===== config.mk =====
export PLATFORM = sky130hd
export DESIGN_NAME = regwrite_arbiter
export DESIGN_NICKNAME = d
export VERILOG_FILES = /design/src/rtl/regwrite_arbiter.sv
export SDC_FILE = /design/constraint.sdc
export NUM_CORES = 1
export LEC_CHECK = 0
export BUFFER_PORTS_ARGS = -buffer_cell sky130_fd_sc_hd__buf_2
export CORE_MARGIN = 10
export CORE_UTILIZATION = 40
export DETAILED_ROUTE_END_ITERATION = 10
export GPL_TIMING_DRIVEN = 0
export SETUP_SLACK_MARGIN = 0.4
export SLEW_MARGIN = 5
export SYNTH_ARGS = -nofsm -noshare
export SYNTH_HDL_FRONTEND = slang
export SYNTH_SLANG_ARGS = --single-unit

===== constraint.sdc =====
create_clock -name clk -period 3.5 [get_ports clk]
set_input_delay 0.35 -clock clk [delete_from_list [all_inputs] [get_ports clk]]
set_output_delay 0.35 -clock clk [all_outputs]
set_load 0.02 [all_outputs]

===== src/rtl/regwrite_arbiter.sv =====
// regwrite_arbiter: merges the pipeline writeback port with a secondary
// (CP0/bus-bridge) register-file writer. The pipeline always wins the
// single write port. Secondary writes wait in a 2-entry FIFO and drain
// into idle writeback slots. A buffered head that is blocked for
// STARVE_LIMIT cycles raises stall_req so the pipeline inserts a bubble.
// Optional feature: define REGWRITE_ARB_SCOREBOARD_EN to drive pend_hit
// from the buffered addresses; otherwise pend_hit is tied low.
module regwrite_arbiter #(
    parameter int STARVE_LIMIT = 4
) (
    input  logic        clk,
    input  logic        reset,
    input  logic        RegWriteW,
    input  logic [4:0]  AwriteW,
    input  logic [31:0] ResultW,
    input  logic        sec_valid,
    input  logic [4:0]  sec_addr,
    input  logic [31:0] sec_data,
    output logic        sec_ready,
    output logic        RegWrite,
    output logic [4:0]  Awrite,
    output logic [31:0] WD,
    output logic        stall_req,
    input  logic [4:0]  pend_addr_a,
    input  logic [4:0]  pend_addr_b,
    output logic        pend_hit
);

    localparam logic [3:0] LIM = 4'(STARVE_LIMIT);

    typedef struct packed {
        logic [4:0]  addr;
        logic [31:0] data;
    } entry_t;

    // Entries are kept compacted: slot 0 is always the head.
    entry_t [1:0] fifoQ, fifoD;
    logic [1:0]   cntQ, cntD;
    logic         readyQ;
    logic [3:0]   starveQ, starveD;
    logic         stallQ;

    logic   pipeActive, push, pop, headInv, keep0, keep1, blocked;
    entry_t newEntry;

    assign pipeActive = RegWriteW && (AwriteW != 5'd0);
    // Writes to $0 are accepted (handshake completes) but never buffered.
    assign push       = sec_valid && readyQ && (sec_addr != 5'd0);
    assign pop        = !pipeActive && (cntQ != 2'd0);
    // Pipeline data to the same register is newer, so the buffered copy dies.
    assign headInv    = pipeActive && (cntQ != 2'd0) && (fifoQ[0].addr == AwriteW);
    assign keep0      = (cntQ != 2'd0) && !pop && !headInv;
    assign keep1      = (cntQ == 2'd2) && !(pipeActive && (fifoQ[1].addr == AwriteW));
    assign blocked    = pipeActive && (cntQ != 2'd0) && !headInv;
    assign newEntry   = '{addr: sec_addr, data: sec_data};

    // Next FIFO contents: survivors in order, then the new push appended.
    always_comb begin
        fifoD = fifoQ;
        cntD  = 2'd0;
        if (keep0) begin
            fifoD[0] = fifoQ[0];
            cntD     = 2'd1;
        end
        if (keep1) begin
            if (cntD == 2'd0) fifoD[0] = fifoQ[1];
            else              fifoD[1] = fifoQ[1];
            cntD = cntD + 2'd1;
        end
        if (push) begin
            if (cntD == 2'd0) fifoD[0] = newEntry;
            else              fifoD[1] = newEntry;
            cntD = cntD + 2'd1;
        end
    end

    // Starvation counter saturates at the limit while the head stays blocked.
    always_comb begin
        starveD = 4'd0;
        if (blocked) starveD = (starveQ >= LIM) ? LIM : starveQ + 4'd1;
    end

    // State registers; reset drops every buffered entry.
    always_ff @(posedge clk or negedge reset) begin
        if (!reset) begin
            fifoQ   <= '0;
            cntQ    <= 2'd0;
            readyQ  <= 1'b0;
            starveQ <= 4'd0;
            stallQ  <= 1'b0;
        end else begin
            fifoQ   <= fifoD;
            cntQ    <= cntD;
            readyQ  <= (cntD != 2'd2);
            starveQ <= starveD;
            stallQ  <= (starveD == LIM);
        end
    end

    assign sec_ready = readyQ;
    assign stall_req = stallQ;

    // Write-port mux: pipeline first, then FIFO head, else idle.
    always_comb begin
        RegWrite = 1'b0;
        Awrite   = 5'd0;
        WD       = 32'd0;
        if (reset) begin
            if (pipeActive) begin
                RegWrite = 1'b1;
                Awrite   = AwriteW;
                WD       = ResultW;
            end else if (cntQ != 2'd0) begin
                RegWrite = 1'b1;
                Awrite   = fifoQ[0].addr;
                WD       = fifoQ[0].data;
            end
        end
    end

`ifdef REGWRITE_ARB_SCOREBOARD_EN
    logic hit0, hit1;
    assign hit0 = (cntQ != 2'd0) &&
                  ((fifoQ[0].addr == pend_addr_a) || (fifoQ[0].addr == pend_addr_b));
    assign hit1 = (cntQ == 2'd2) &&
                  ((fifoQ[1].addr == pend_addr_a) || (fifoQ[1].addr == pend_addr_b));
    // Hazard flag for the issue stage: a buffered write targets a source reg.
    always_comb begin
        pend_hit = reset && (hit0 || hit1);
    end
`else
    logic unusedPend;
    assign unusedPend = ^{pend_addr_a, pend_addr_b};
    assign pend_hit   = 1'b0;
`endif

endmodule

; ---- Yosys cells after proc, flatten, opt, wreduce, memory -nomap -nowiden
; Cells that the tools add are included.
; Widths: inputs -> output; s select.
[op_classes]
add_sub_neg = 3
order_cmp = 1
n_eq_ne = 5
muxes = 19
n_reduce_logical = 20
[ops]
columns = op, count
row1 = $mux 37, 4
row2 = $mux 32, 3
row3 = $mux 74, 1
row4 = $mux 5, 3
row5 = $logic_and 1x1->1, 11
row6 = $eq 5x5->1, 2
row7 = $reduce_bool 5->1, 2
row8 = $mux 4, 2
row9 = $add 2x1->2 const B, 2
row10 = $add 4x1->4 const B, 1
row11 = $eq 4x3->1 const B, 1
row12 = $ge 4x3->1 const B, 1
row13 = $logic_not 1->1, 4
row14 = $logic_not 2->1, 2
row15 = $mux 1, 4
row16 = $mux 2, 2
row17 = $eq 2x2->1 const B, 1
row18 = $ne 2x2->1 const B, 1
row19 = $reduce_bool 2->1, 1
[word_totals]
register_bits = 82
input_bits = 88
output_inout_bits = 41
word_cells = 56

; ---- Logic depth before layout (Yosys ltp)
[logic_depth]
depth_word = 13
mapped_depth = 14
ltp_nobuf = 11

; ---- Worst setup path before layout
; OpenSTA, ideal clock, no wires.
[synth_path]
kind = input-to-reg
start = in AwriteW[2]
end = reg fifoQ[0] (netlist bit)
setup_time_ns = 0.094
arrival_time_ns = 2.715
t_required_ns = 3.406
slack_ns = 0.691
path_stages = 12
n_path_buf = 4
path_cell_list = or4_4 o21ai_4 or3_1 clkbuf_2 ha_1 nand3_1 a21oi_1 buf_2 buf_2 clkbuf_1 nor2_1 a211oi_1
[synth_rtl]
columns = element, line
row1 = "start, declared", 14  ; input logic [4:0] AwriteW,
row2 = "end signal, assigned", 92  ; fifoQ <= fifoD;
row3 = "end, declared", 37  ; entry_t [1:0] fifoQ, fifoD;

==> out/summary.md <==
- data arrival time of the worst path: 3150 ps
- vias in the first global route: 4,880
- number of distinct library cells after synthesis: 38
- WL final: 15,900 um
- std cell rows: 40
- capturing instance or port of the critical path: fifoQ[33]$_DFF_PN0_
- Clock Sinks: 82
- largest net degree at the start of global routing: 50
- CTS tree: built
- sequential fraction of the synthesis area: 41.7%
- TritonCTS Buffers: 9
- die extent in x: 131 um
- Worst-path clk slew: 60 ps
- required time at the endpoint of the critical path: 3720 ps
- Fin Setup TNS: 0 ps
- Leak: 2.82 nW
- overall die area: 17,200 sq um
- max-slew violation count: 0
- outcome: completed
- power density over cell area: 792 nW/um^2
- met2 routed wirelength: 7660 um
- flops & latches, synth: 82
- IO Port Bufs: 117
- vias after detailed routing: 4,754
- Detailed Place HPWL: 11,400 um
- average size of a mapped cell: 8.81 sq um
- routed wire length on met3: 1080 um
- weighted congestion at the end of routability-driven global placement: 0.869
- nature of the critical path endpoint: flop
- endpoint of the most critical register-to-register path: fifoQ[23]$_DFF_PN0_
- number of filler cells placed in the layout: 1,170
- clock latency reported for the late side of the worst-skew pair: 340 ps
- Detailed Routing Iterations Pass 1: 5
- beginning of the critical path: AwriteW[2]
- hold path start: sec_data[21]
- Floorplan Core Area: 12,000 sq um
- CP max FO: 10
- count of warnings emitted by yosys: 0
- ANT nets after route: 0
- fin area: 6150 sq um
- clock period minus worst slack: 2930 ps
- worst reg2reg setup slack: 580 ps
- worst setup path class: in2reg
- Hold/Removal Path Class: in2reg
- WHS: 256 ps
- endpoints failing hold: 0
- worst supply voltage drop on vdd: 286 uV
- total routed wire length on the met1 layer: 6850 um
- Register-to-Register Path Depth: 14
- Syn Std Cell Area: 4920 sq um
- most area-hungry cell type in the Yosys netlist: sky130_fd_sc_hd__dfrtp_1
- depth of the CTS H-tree: 3
- Detailed Route Iter0 Violations: 297
- Relative slew margins: 62.2%
- number of ports placed on the die boundary: 129
- Die Y: 131 um
- Final Cycle Share: 83.8%
- n_diodes: 0
- maximum capacitance violations: 0
- final core area utilization: 51.2%
- fraction of final layout cells with drive strength greater than 1: 34.0%
- Area contributors post-synth: sky130_fd_sc_hd__dfrtp_1 (42%), sky130_fd_sc_hd__or3_1 (9.5%), sky130_fd_sc_hd__mux2_2 (8.5%)
- post-synth top area share: 41.7%
- number of nets in the finished design: 788
- vias per inst: 5.62
- Worst setup SP type: input pin
- Worst Skew: 7.26 ps
- effective utilization at floorplan: 41.0%
- buffer levels on the longest clock path: 2
- origin of the critical flop-to-flop path: fifoQ[72]$_DFFE_PN0P_
- total routing resource utilization after global routing: 18.5%
- average routed wire per standard cell: 18.8 um
- aggregate global routing overflow: 0
- synth-to-layout area growth: 24.9%
- number of placed cells counting well taps: 825
- standard cell area after detailed placement: 5730 sq um
- setup repair after global routing missed its margin: false
- clock tree root buffer cell: sky130_fd_sc_hd__clkbuf_16
- number of setup violations in the final report: 0
- global-route wire length before repair: 25,000 um
- initial antenna violation count: 0
- count of non-filler cells in the finished layout: 846
- DR DRC count: 0
- maximum clock frequency: 0.341 GHz
- Mapped Cells: 559
- worst-margin pin slew: 567 ps
- highest metal used: met4
[what timing repair did]
action                                  CTS  global route
hold buffers                              1             0
pin swaps                                 0             2
gates cloned                              0             0
endpoints found under the hold margin     7             0
setup buffers                             0             6
endpoints found under the setup margin   67            67
gates resized for setup                  14            33
[metal layers]
metal	vias to the layer above	global-route usage, %
met1	2321	23.4
met5	-	0
li1	2246	-
met4	0	6.02
met3	22	4.55
met2	165	30.2
[sequential cells by signal (all words and copies together), names as in the netlist]
signal	count
cntQ	2
fifoQ	74
starveQ	4
sec_ready	1
stall_req	1
[cell type report]
class                      count  area, sq um  area share [%]
clock buffer                  11          253            4.11
timing repair buffer         125          671            10.9
tap                          147          184            2.99
inverter                       3         11.3           0.183
multi-input combinational    423         2570            41.7
sequential                    82         2050            33.4
buffer                        52          374            6.08
clock inverter                 3         40.0           0.651
[worst max-delay path, stage by stage]
cell and delay [ps]:
sky130_fd_sc_hd__buf_2 140, sky130_fd_sc_hd__or4_4 560, sky130_fd_sc_hd__o21ai_4 240, sky130_fd_sc_hd__buf_6 150
sky130_fd_sc_hd__buf_12 130, sky130_fd_sc_hd__o21a_1 160, sky130_fd_sc_hd__inv_1 70, sky130_fd_sc_hd__ha_1 220
sky130_fd_sc_hd__nand3_1 160, sky130_fd_sc_hd__a21oi_4 60, sky130_fd_sc_hd__buf_6 160, sky130_fd_sc_hd__clkbuf_2 170
sky130_fd_sc_hd__or3_1 330, sky130_fd_sc_hd__a21oi_1 170, sky130_fd_sc_hd__a211oi_1 60
[power breakdown]
part / switching [mW] / internal [mW] / total (mW)
Clock: 0.371 / 0.581 / 0.953
Sequential: 0.298 / 1.42 / 1.72
Combinational: 1.19 / 1.01 / 2.20
[cell usage after synthesis]
library cell / n
sky130_fd_sc_hd__a211oi_1: 37
sky130_fd_sc_hd__a21o_1: 1
sky130_fd_sc_hd__a21oi_1: 62
sky130_fd_sc_hd__a21oi_2: 15
sky130_fd_sc_hd__a22o_1: 1
sky130_fd_sc_hd__and3_1: 1
sky130_fd_sc_hd__and3b_1: 1
sky130_fd_sc_hd__buf_1: 1
sky130_fd_sc_hd__buf_12: 1
sky130_fd_sc_hd__buf_2: 12
sky130_fd_sc_hd__buf_4: 6
sky130_fd_sc_hd__buf_6: 4
sky130_fd_sc_hd__buf_8: 3
sky130_fd_sc_hd__clkbuf_1: 24
sky130_fd_sc_hd__clkbuf_2: 1
sky130_fd_sc_hd__conb_1: 1
sky130_fd_sc_hd__dfrtp_1: 82
sky130_fd_sc_hd__ha_1: 4
sky130_fd_sc_hd__inv_1: 2
sky130_fd_sc_hd__inv_2: 1
sky130_fd_sc_hd__mux2_2: 37
sky130_fd_sc_hd__nand2_1: 77
sky130_fd_sc_hd__nand2_2: 1
sky130_fd_sc_hd__nand2b_1: 1
sky130_fd_sc_hd__nand3_1: 5
sky130_fd_sc_hd__nand3b_1: 1
sky130_fd_sc_hd__nor2_1: 44
sky130_fd_sc_hd__nor2_2: 1
sky130_fd_sc_hd__nor2b_1: 1
sky130_fd_sc_hd__nor3_1: 3
sky130_fd_sc_hd__nor4_1: 1
sky130_fd_sc_hd__o21a_1: 2
sky130_fd_sc_hd__o21ai_0: 37
sky130_fd_sc_hd__o21ai_4: 1
sky130_fd_sc_hd__or3_1: 75
sky130_fd_sc_hd__or4_4: 1
sky130_fd_sc_hd__xnor2_1: 8
sky130_fd_sc_hd__xor2_1: 3
[how the worst min path moves through the flow]
stage | slack [ps] | end | cells after the start
6_report | 260 | fifoQ[58]$_DFFE_PN0P_ | 2
3_3_place_gp | 450 | starveQ[0]$_DFF_PN0_ | 1
5_1_grt | 260 | fifoQ[60]$_DFFE_PN0P_ | 2
3_5_place_dp | 350 | fifoQ[22]$_DFF_PN0_ | 1
2_1_floorplan | 50 | cntQ[0]$_DFF_PN0_ | 0
4_1_cts | 250 | fifoQ[58]$_DFFE_PN0P_ | 2
[cell usage in the layout, fill, tap and decap left out, drive strengths merged, types with 2 or more instances in the layout]
cell type,synthesis,layout
buf,27,155
dfrtp,82,82
nand2,78,78
a21oi,77,77
or3,75,75
nor2,45,45
o21ai,38,38
a211oi,37,37
mux2,37,37
clkbuf,25,32
xnor2,8,8
nand3,5,5
ha,4,4
xor2,3,3
nor3,3,3
inv,3,3
o21a,2,2
conb,1,2
clkinv,0,2
[stage by stage]
step | setup slack, ps | total power [mW]
2_1_floorplan | 691 | 3.22
3_3_place_gp | -194 | 3.76
3_5_place_dp | -226 | 3.85
4_1_cts | 339 | 4.83
5_1_grt | 407 | 5.25
6_report | 566 | 4.87
[kinds of logic after synthesis]
family	count (synthesis)	synth area share, %
and+or+nand+nor	213	20.9
AOI/OAI and AO/OA	156	19.3
DFF	82	41.7
buffers and inverters	55	6.61
muxes	37	8.46
xor gates and xnor gates	11	1.96
adders and majority gates	4	1.02
other	1	0.0761
No activity file was read; power rests on OpenSTA's default activity.
